[src/rtl/macroblock_scheduler.sv]
// Macroblock scheduler: tiles a frame into 64/32/16-pixel blocks and issues clipped block
// descriptors over valid/ready. Optional: MACROBLOCK_SCHEDULER_SERPENTINE_EN (odd rows right-to-left).
package macroblock_scheduler_pkg;
    typedef enum logic [1:0] {
        MBLK_ILLEGAL = 2'b00,
        MBLK64X64    = 2'b01,
        MBLK32X32    = 2'b10,
        MBLK16X16    = 2'b11
    } te_macro_block_type_e;
endpackage

module macroblock_scheduler
    import macroblock_scheduler_pkg::*;
#(
    parameter int W_DIM = 12,
    parameter int W_IDX = 16
) (
    input  logic             iClk,
    input  logic             iRst,
    input  logic             iStart,
    input  logic             iAbort,
    input  logic [W_DIM-1:0] iFrameW,
    input  logic [W_DIM-1:0] iFrameH,
    input  logic [1:0]       iMbType,
    output logic             oBusy,
    output logic             oMbValid,
    input  logic             iMbReady,
    output logic [W_DIM-1:0] oMbX,
    output logic [W_DIM-1:0] oMbY,
    output logic [6:0]       oMbW,
    output logic [6:0]       oMbH,
    output logic [W_IDX-1:0] oMbIdx,
    output logic             oMbLast,
    output logic             oDone,
    output logic             oErr
);

    typedef enum logic [2:0] {
        ST_IDLE,
        ST_SETUP,
        ST_ISSUE,
        ST_DONE,
        ST_ERR
    } state_e;

    state_e           state_q, state_d;
    logic [W_DIM-1:0] frame_w_q, frame_w_d;
    logic [W_DIM-1:0] frame_h_q, frame_h_d;
    logic [2:0]       shift_q, shift_d;
    logic [W_DIM-1:0] cols_q, cols_d;
    logic [W_DIM-1:0] rows_q, rows_d;
    logic [W_DIM-1:0] col_q, col_d;
    logic [W_DIM-1:0] row_q, row_d;
    logic [W_DIM-1:0] x_q, x_d;
    logic [W_DIM-1:0] y_q, y_d;
    logic [W_IDX-1:0] idx_q, idx_d;

    logic [W_DIM-1:0] mb_size;
    logic [W_DIM:0]   w_round, h_round;
    logic [W_DIM-1:0] cols_calc, rows_calc;
    logic [W_DIM-1:0] rem_w, rem_h;
    logic [W_DIM-1:0] clip_w, clip_h;
    logic [W_DIM-1:0] row_start_x;
    logic             last_col, last_blk;
    logic             valid;

    // Block size is a power of two, so tile counts reduce to round-up-and-shift.
    always_comb begin
        mb_size     = W_DIM'(1) << shift_q;
        w_round     = {1'b0, frame_w_q} + {1'b0, mb_size} - (W_DIM+1)'(1);
        h_round     = {1'b0, frame_h_q} + {1'b0, mb_size} - (W_DIM+1)'(1);
        cols_calc   = W_DIM'(w_round >> shift_q);
        rows_calc   = W_DIM'(h_round >> shift_q);
        rem_w       = frame_w_q - x_q;
        rem_h       = frame_h_q - y_q;
        clip_w      = (rem_w >= mb_size) ? mb_size : rem_w;
        clip_h      = (rem_h >= mb_size) ? mb_size : rem_h;
        row_start_x = (cols_q - W_DIM'(1)) << shift_q;
        last_col    = (col_q == cols_q - W_DIM'(1));
        last_blk    = last_col && (row_q == rows_q - W_DIM'(1));
    end

    // NOTE: every _d gets its hold value first, so no path through this block infers a latch.
    always_comb begin
        state_d   = state_q;
        frame_w_d = frame_w_q;
        frame_h_d = frame_h_q;
        shift_d   = shift_q;
        cols_d    = cols_q;
        rows_d    = rows_q;
        col_d     = col_q;
        row_d     = row_q;
        x_d       = x_q;
        y_d       = y_q;
        idx_d     = idx_q;

        unique case (state_q)
            ST_IDLE: begin
                if (iStart && !iAbort) begin
                    frame_w_d = iFrameW;
                    frame_h_d = iFrameH;
                    unique case (te_macro_block_type_e'(iMbType))
                        MBLK32X32: shift_d = 3'd5;
                        MBLK16X16: shift_d = 3'd4;
                        default:   shift_d = 3'd6;
                    endcase
                    if (iMbType == MBLK_ILLEGAL || iFrameW == '0 || iFrameH == '0)
                        state_d = ST_ERR;
                    else
                        state_d = ST_SETUP;
                end
            end
            ST_SETUP: begin
                cols_d  = cols_calc;
                rows_d  = rows_calc;
                col_d   = '0;
                row_d   = '0;
                x_d     = '0;
                y_d     = '0;
                idx_d   = '0;
                state_d = ST_ISSUE;
            end
            ST_ISSUE: begin
                if (iMbReady) begin
                    idx_d = idx_q + W_IDX'(1);
                    if (last_blk) begin
                        state_d = ST_DONE;
                    end else if (last_col) begin
                        col_d = '0;
                        row_d = row_q + W_DIM'(1);
                        y_d   = y_q + mb_size;
`ifdef MACROBLOCK_SCHEDULER_SERPENTINE_EN
                        x_d   = row_q[0] ? '0 : row_start_x;
`else
                        x_d   = '0;
`endif
                    end else begin
                        col_d = col_q + W_DIM'(1);
`ifdef MACROBLOCK_SCHEDULER_SERPENTINE_EN
                        x_d   = row_q[0] ? (x_q - mb_size) : (x_q + mb_size);
`else
                        x_d   = x_q + mb_size;
`endif
                    end
                end
            end
            ST_DONE: state_d = ST_IDLE;
            ST_ERR:  state_d = ST_IDLE;
            default: state_d = ST_IDLE;
        endcase

        if (iAbort)
            state_d = ST_IDLE;
    end

    // NOTE: state registers use non-blocking assignments so every flop samples pre-edge values.
    always_ff @(posedge iClk) begin
        if (iRst) begin
            state_q   <= ST_IDLE;
            frame_w_q <= '0;
            frame_h_q <= '0;
            shift_q   <= '0;
            cols_q    <= '0;
            rows_q    <= '0;
            col_q     <= '0;
            row_q     <= '0;
            x_q       <= '0;
            y_q       <= '0;
            idx_q     <= '0;
        end else begin
            state_q   <= state_d;
            frame_w_q <= frame_w_d;
            frame_h_q <= frame_h_d;
            shift_q   <= shift_d;
            cols_q    <= cols_d;
            rows_q    <= rows_d;
            col_q     <= col_d;
            row_q     <= row_d;
            x_q       <= x_d;
            y_q       <= y_d;
            idx_q     <= idx_d;
        end
    end

    // Descriptor fields are forced to zero whenever no block is being offered.
    always_comb begin
        valid    = (state_q == ST_ISSUE);
        oMbValid = valid;
        oMbX     = valid ? x_q : '0;
        oMbY     = valid ? y_q : '0;
        oMbW     = valid ? 7'(clip_w) : '0;
        oMbH     = valid ? 7'(clip_h) : '0;
        oMbIdx   = valid ? idx_q : '0;
        oMbLast  = valid && last_blk;
        oBusy    = (state_q == ST_SETUP) || (state_q == ST_ISSUE) || (state_q == ST_DONE);
        oDone    = (state_q == ST_DONE);
        oErr     = (state_q == ST_ERR);
    end

endmodule

[config.mk]
export PLATFORM = sky130hd
export DESIGN_NAME = macroblock_scheduler
export DESIGN_NICKNAME = d
export VERILOG_FILES = /design/src/rtl/macroblock_scheduler.sv
export SDC_FILE = /design/constraint.sdc
export NUM_CORES = 1
export LEC_CHECK = 0
export BUFFER_PORTS_ARGS = -buffer_cell sky130_fd_sc_hd__buf_2
export CELL_PAD_IN_SITES_DETAIL_PLACEMENT = 2
export CELL_PAD_IN_SITES_GLOBAL_PLACEMENT = 2
export CORE_ASPECT_RATIO = 1.25
export CORE_MARGIN = 2
export CORE_UTILIZATION = 36
export DETAILED_ROUTE_END_ITERATION = 10
export PLACE_DENSITY_LB_ADDON = 0.1
export SKIP_LAST_GASP = 1
export SLEW_MARGIN = 10
export SYNTH_ARGS = -nofsm -noshare
export SYNTH_HDL_FRONTEND = slang
export SYNTH_SLANG_ARGS = --single-unit
[constraint.sdc]
create_clock -name iClk -period 9.5 [get_ports iClk]
set_input_delay 2.85 -clock iClk [delete_from_list [all_inputs] [get_ports iClk]]
set_output_delay 2.85 -clock iClk [all_outputs]
set_load 0.005 [all_outputs]
# Word-level counts from Yosys, hierarchy flattened
# Cells that the tools add are included.
[totals] romBits=0 output_inout_bits=59 latchBits=0 memories=0 reg_bits=118 mem_bits_rw=0
[op_classes] reduce_logical=19 muxes=31 bitwise=0 n_shift=3 eq_ne=13 div_mod_pow=0 order_cmp=2 addsub=13 n_mul=0
[op_table] operator="12-bit 2-to-1 mux" count=14
[op_table] operator="12-bit one-hot mux with 2 select lines" count=4
[op_table] operator="16-bit 2-to-1 mux" count=2
[op_table] operator="16-bit one-hot mux with 2 select lines" count=1
[op_table] operator="7-bit 2-to-1 mux" count=4
[op_table] operator="12-bit by 12-bit adder with 13-bit output" count=2
[op_table] operator="13-bit by 3-bit >> shifter with 12-bit output" count=2
[op_table] operator="13-bit by 1-bit subtractor with 13-bit output (second input constant)" count=2
[op_table] operator="12-bit by 1-bit adder with 12-bit output (second input constant)" count=2
[op_table] operator="12-bit adder" count=2
[op_table] operator="12-bit == test" count=2
[op_table] operator="12-bit >= comparator" count=2
[op_table] operator="12-bit logical NOT" count=2
[op_table] operator="12-bit by 1-bit subtractor with 12-bit output (second input constant)" count=2
[op_table] operator="12-bit subtractor" count=2
[op_table] operator="16-bit by 1-bit adder with 16-bit output (second input constant)" count=1
[op_table] operator="3-bit 2-to-1 mux" count=4
[op_table] operator="1-bit by 3-bit left shift with 12-bit output (first input constant)" count=1
[op_table] operator="3-bit one-hot mux with 3 select lines" count=1
[op_table] operator="3-bit by 2-bit == test with 1-bit output (second input constant)" count=2
[op_table] operator="2-bit by 1-bit != test with 1-bit output (second input constant)" count=3
[op_table] operator="3-bit AND reduction" count=2
[op_table] operator="2-bit == test (second input constant)" count=2
[op_table] operator="1-bit logical OR" count=4
[op_table] operator="12 further kinds" count=16

# Longest topological paths before layout
# Gate-level depths: netlist (run 1).
[depth] depth_word=6 mapped_depth=17

# Least setup slack after synthesis (run 1)
# Ideal clock, no wire load.
[synth_timing] path_type="register -> output" startpoint="register shift_q[0]" endpoint="output port oMbH[0]" t_arrival_ns=4.071 path_slack_ns=2.579 path_buffers=2 stages_incl_launch_ff=14 path_cell_list="dfxtp_1 > clkbuf_1 > clkinv_1 > buf_1 > nor3_1 > inv_1 > ha_1 > a21o_1 > a21oi_1 > o21ai_0 > o31a_1 > nor4_2 > mux2_2 > nor2_1"
[synth_between] elab_chain_len=4
[synth_rtl] item="start, declared" line="49" source="logic [2:0] shift_q, shift_d;"
[synth_rtl] item="start signal, assigned" line="174" source="shift_q <= shift_d;"
[synth_rtl] item="1-bit by 3-bit left shift with 12-bit output (*)" line="69" source="mb_size = W_DIM'(1) << shift_q;"
[synth_rtl] item="12-bit >= comparator" line="77" source="clip_h = (rem_h >= mb_size) ? mb_size : rem_h;"
[synth_rtl] item="7-bit 2-to-1 mux (*)" line="77"
[synth_rtl] item="7-bit 2-to-1 mux (*)" line="192" source="oMbH = valid ? 7'(clip_h) : '0;"
[synth_rtl] item="end, declared" line="31" source="output logic [6:0] oMbH,"
# Mark *: on every way between the ends. The rest lies on a longest branch, timed or not.

# Worst setup path in the final report (run 1)
# Ends and elaborated chain as after synthesis.

==> out/metrics.yaml, run 1 <==
drtAntennaViolNets: 0
post-route-period-util_pct: 80.02
grt.overflow.total: 0
crit_family: "simple AND/OR/NAND/NOR gates"
cts_tree: "done"
critPathSlowestCell: "nor4_2"
synth-edff-count: 0
die_area_um2: 29580
post-dp-hpwl_mm: 28.53
vias: 10070
hold_buffers: 0
vdd_ir_drop_max_mv: 0.1239
final_layout_size_suffix_gt1_share_pct: 11.45
syn-num-nets: 1468
grt_pass1_wl_mm: 60.00
p_leak_nw: 4.822
end_kind: "primary output"
row_count: 68
setup_viol: 0
grt_antenna_before_repair: 0
path_class: "reg2out"
slowest_delay_ns: 0.72
chipHeight_um: 191.8
period_minus_slack_ns: 7.602
clk_path_buf_depth: 2
start_util_pct: 36.72
setup_tns_ns: 0
slew_violations: 0
hold_class: "reg2reg"
cts_root_buffer: "clkbuf_16"
async_flop_share_pct: 0
ctsResizeCount: 0
fillers: 3252
grtUsageTotal_pct: 26.03
final-hold-violation-count: 0
wl_mm: 37.66
synth_top_family_by_area: "simple AND/OR/NAND/NOR gates"
clk_pin_slew_worst_paths_ns: 0.06
status: "completed"
cts_buffers: 17
synth_compound_area_share_pct: 19.28
post-cts-setup-buffer-count: 0
drt_first_pass_iters: 5
clk_latency_ns: 0.43
worstSetupStartpointType: "register"
synth_cells: 1334
cp.buffers_inverters: 4
yosys.area_share.simple_pct: 24.80
synth-xor-area-share_pct: 8.021
final_cell_mix: "nor2_1 (131), nand2_1 (128), dfxtp_1 (118)"
fp.dieW_um: 154.2
h-tree-depth: 4
holdWs_ns: 0.4689
antenna_cells: 0
max_freq_mhz: 131.5
fin_worst_skew_ns: 0.009768
powerDensity_nw_per_um2: 154.9
crit_chain: "buf_4 -> clkinv_1 -> nand3_1 -> inv_1 -> ha_1 -> nand2b_1 -> a21o_1 -> a21oi_1 -> o21ai_0 -> o31a_1 -> nor4_2 -> mux2_2 -> nor2_1 -> buf_2"
syn2layout_area_growth_pct: 12.83
drv_cap: 0
synth_ff_type: "dfxtp_1"
final-seq-area_um2: 2362
grt_pass1_vias: 10870
critPathRequiredTime_ns: 6.65
synth_cell_types: 81
io_buffers: 89
critPathMaxFanout: 35
synth_seq_cells: 118
final_common_cell: "nor2_1"
grt_max_degree: 60
routedWlPerCell_um: 21.44
rsz0062_at_grt: "false"
cts_sinks: 118
totalPowerFinal_mw: 1.774
worstPathArrival_ns: 4.75
drt_iter0_markers: 309
drc: 0
ios: 90
yosys.area_share.adder_pct: 13.13
synth_mux_area_share_pct: 5.027
avgSynthCellArea_um2: 7.612
fp.coreArea_um2: 27650
syn_area_um2: 10150
gp_congestion: 0.8521
vias_per_cell: 5.736
nNetsFinal: 1528
slew_headroom_pct: 22.73
seq_area_frac_synth_pct: 23.26
worst_slew_pin_slew_ns: 1.156
yosys_warnings: 0
multi_input_area_um2: 7147
layout make-up:
type	count	area share (%)
Multi-Input combinational cell	1047	62.38
Sequential cell	118	20.62
Timing Repair Buffer	102	4.740
Tap cell	350	3.822
Clock buffer	18	3.746
Inverter	108	3.538
Clock inverter	13	1.158
cells by family (layout without fill, tap and decap cells):
| logic type | count (synthesis) | in the layout |
|---|---|---|
| compound gates | 302 | 302 |
| xor+xnor | 93 | 93 |
| fa+ha+maj | 103 | 103 |
| buf+inv | 169 | 241 |
| flops | 118 | 118 |
| mux | 38 | 38 |
| simple gates | 511 | 511 |
metrics by stage:
stage | instances | utilization, % | worst slack (ns) | cell area, um^2
2_1_floorplan | 1334 | - | 2.579 | 10150
3_3_place_gp | 1725 | 39.40 | 2.387 | 10900
3_5_place_dp | 1725 | 39.40 | 2.301 | 10900
5_1_grt | 1756 | 41.43 | 1.505 | 11460
4_1_cts | 1756 | 41.43 | 1.812 | 11460
6_report | 1756 | 41.43 | 1.898 | 11460
layer usage:
metal | part of all wire (%) | global-route usage [%] | vias up
li1 | - | - | 4856
met2 | 52 | 48.65 | 149
met3 | 2.5 | 3.114 | 46
met1 | 43 | 30.46 | 5022
met5 | 0 | 0 | -
met4 | 2.8 | 9.382 | 0
worst reg2reg max path: stages (launching register included):
cell	delay, ns
dfxtp_1	0.31
buf_4	0.33
clkinv_1	0.52
nor3_1	0.68
inv_1	0.26
ha_1	0.37
inv_1	0.08
fa_1	0.47
a21o_1	0.20
a22o_1	0.25
or4_1	0.46
o311ai_0	0.29
mux4_2	0.44
nand2_1	0.07
a221oi_1	0.31
where the power goes:
group / switching [mW] / leakage (nW) / internal, mW
clock: 0.264 / 0.268 / 0.383
combinational: 0.349 / 3.60 / 0.243
sequential: 0.0254 / 0.955 / 0.511
total: 0.638 / 4.82 / 1.14
cells in the mapped netlist, types with 12 or more instances:
cell type  count  area (um^2)
a211oi_1      17        127.6
nand2_1      128        480.5
nand2b_1      15        93.84
dfxtp_1      118         2362
nor2_1       131        491.7
nor4_1        14        87.58
nand3_1       58        290.3
xor2_1        47        411.6
o211ai_1      12        90.09
a21oi_1      110        550.5
o21ai_0       52        260.3
a21o_1        18        135.1
nand4_1       20        125.1
xnor2_1       46        402.9
and3_1        17        106.4
and2_1        32        200.2
nor3_1        34        170.2
inv_1        105        394.1
clkbuf_1      48        180.2
mux2i_1       24        240.2
or3_1         16        100.1
ha_1          97         1214
registers in the layout, summed over array words and instances, names as in the netlist:
| signal | flops |
|---|---|
| idx_q | 16 |
| col_q | 12 |
| cols_q | 12 |
| frame_h_q | 12 |
| frame_w_q | 12 |
| row_q | 12 |
| rows_q | 12 |
| x_q | 12 |
| y_q | 12 |
| shift_q | 3 |
| state_q | 3 |
final timing paths:
| kind | end | cells past startpoint | startpoint | slack, ns |
|---|---|---|---|---|
| min reg2reg | frame_w_q[0] | 2 | frame_w_q[0] | 0.47 |
| max reg2reg | rows_q[5] | 14 | shift_q[1] | 4.37 |
| min | frame_w_q[0] | 2 | frame_w_q[0] | 0.47 |
| max | oMbH[0] | 14 | shift_q[0] | 1.90 |
Note: power is estimated with default switching activity, not from simulation.
==> inputs of run 2 (changes only) <==
CORE_UTILIZATION = 32   (was 36)
clock period = 6.97 ns   (was 9.5 ns; I/O delays follow)
==> run 2 against run 1 <==
Against the previous run:
- power up 43%
- non-clock buffer count up 5
- clock skew up 0.00081 ns
- critical path type unchanged
==> out/metrics.yaml, run 2 (synthesized netlist as in run 1, its figures left out) <==
period_minus_slack_ns: 6.319
grt_pass1_wl_mm: 60.34
final_common_cell: "nor2_1"
totalPowerFinal_mw: 2.545
fp.coreArea_um2: 31080
start_util_pct: 32.67
cts_buffers: 17
largest_register_ffs: 16
slew_violations: 0
grt.overflow.total: 0
max_freq_mhz: 158.3
grt_pass1_vias: 10740
ios: 90
chipHeight_um: 203.2
gp_congestion: 0.7984
h-tree-depth: 4
hold_buffers: 0
drv_cap: 0
rsz0062_at_grt: "false"
clk_latency_ns: 0.45
clk_pin_slew_worst_paths_ns: 0.06
top_register: "idx_q"
io_buffers: 89
wl_mm: 38.38
final-hold-violation-count: 0
end_kind: "primary output"
post-route-period-util_pct: 90.66
powerDensity_nw_per_um2: 218.5
ctsResizeCount: 0
final_cell_mix: "nor2_1 (131), nand2_1 (128), dfxtp_1 (118)"
drc: 0
routedWlPerCell_um: 21.10
hold_class: "reg2reg"
fp.dieW_um: 163.3
worstSetupStartpointType: "register"
grt_max_degree: 59
path_class: "reg2out"
setup_viol: 0
slew_headroom_pct: 26.27
nNetsFinal: 1533
post-dp-hpwl_mm: 29.46
cts_sinks: 118
drtAntennaViolNets: 0
vdd_ir_drop_max_mv: 0.1236
post-cts-setup-buffer-count: 0
r2r_cells: 15
grtUsageTotal_pct: 23.51
critPathMaxFanout: 13
whs_endpoint: "frame_h_q[0]"
setup_tns_ns: 0
hp-start: "frame_h_q[0]"
place_inst: 1787
grt_antenna_before_repair: 0
clk_path_buf_depth: 2
row_count: 72
die_area_um2: 33180
p_leak_nw: 4.891
syn2layout_area_growth_pct: 14.69
cts_root_buffer: "clkbuf_16"
instances_no_fill: 1819
worstPathArrival_ns: 4.23
fin_worst_skew_ns: 0.01058
drt_iter0_markers: 346
rrSetupSlack_ns: 2.52
critPathRequiredTime_ns: 4.88
final_layout_size_suffix_gt1_share_pct: 11.76
timing.rr.end: "rows_q[8]"
vias: 9965
cts_tree: "done"
antenna_cells: 0
status: "completed"
worst_slew_pin_slew_ns: 1.092
drt_first_pass_iters: 4
hold_depth: 2
r2r-start: "shift_q[0]"
vias_per_cell: 5.478
==> run 2: cell types whose count changed in the layout (fill, tap and decap cells not counted) <==
cell / before / now
buf_4: 13 / 18
bufinv_16: 2 / 5
clkbuf_1: 1 / 2
clkinv_2: 5 / 4
clkinv_4: 0 / 2
clkinvlp_4: 4 / 1
inv_6: 2 / 1
nor2_2: 1 / 0
nor2_4: 0 / 1
==> run 2: cell type report <==
cell class / instances / area (um^2)
clock inverter: 13 / 203.9
clock buffer: 19 / 432.9
multi-input combinational: 1047 / 7152
inverter: 108 / 405.4
timing repair buffer: 107 / 580.6
tap: 407 / 509.2
sequential: 118 / 2362
fill: 3690 / 19430
==> run 2: worst max path at each step <==
| stage | startpoint | end | slack [ns] | depth (start not counted) |
|---|---|---|---|---|
| 2_1_floorplan | shift_q[0] | oMbH[0] | 0.81 | 13 |
| 3_3_place_gp | x_q[1] | oMbW[0] | 1.31 | 16 |
| 3_5_place_dp | x_q[1] | oMbW[0] | 1.22 | 16 |
| 4_1_cts | x_q[1] | oMbW[0] | 0.64 | 16 |
| 5_1_grt | x_q[1] | oMbW[0] | 0.38 | 16 |
| 6_report | x_q[1] | oMbW[0] | 0.65 | 16 |
==> run 2: metal layers <==
layer	part of all wire, %	routed length (um)	vias to the layer above	GRT usage (%)
li1	-	-	4845	-
met1	44	17010	4985	28.47
met2	53	20220	108	43.81
met3	1.9	719	27	3.132
met4	1.1	430	0	5.025
met5	0	0	-	0
==> run 2: stage by stage <==
stage | util [%] | hold WS, ns | worst slack (ns) | area, um^2
after floorplan | - | 0.4363 | 0.8085 | 10150
final | 37.47 | 0.4686 | 0.6513 | 11650
after global placement | 35.42 | 0.4482 | 1.312 | 11010
after global routing | 37.47 | 0.5007 | 0.3826 | 11650
after detailed placement | 35.42 | 0.4592 | 1.219 | 11010
after CTS | 37.47 | 0.4709 | 0.6385 | 11650
==> run 2: critical path, cell delays in order (launching register included) <==
cell and delay (ns):
dfxtp_1 0.41, inv_1 0.12, ha_1 0.28, nor2b_1 0.13, o21ai_0 0.27, a21oi_1 0.17, nor2_1 0.14, xnor2_1 0.17
ha_1 0.31, and3_1 0.18, a21oi_1 0.11, o21ai_0 0.11, o31a_1 0.25, a2111o_1 0.55, mux2_2 0.37, nor2_1 0.10
buf_2 0.12
==> run 2: power breakdown <==
group,internal [mW],switching [mW],leakage [nW]
logic,0.334,0.482,3.62
clock network,0.633,0.366,0.311
registers,0.696,0.0333,0.955
total,1.66,0.882,4.89
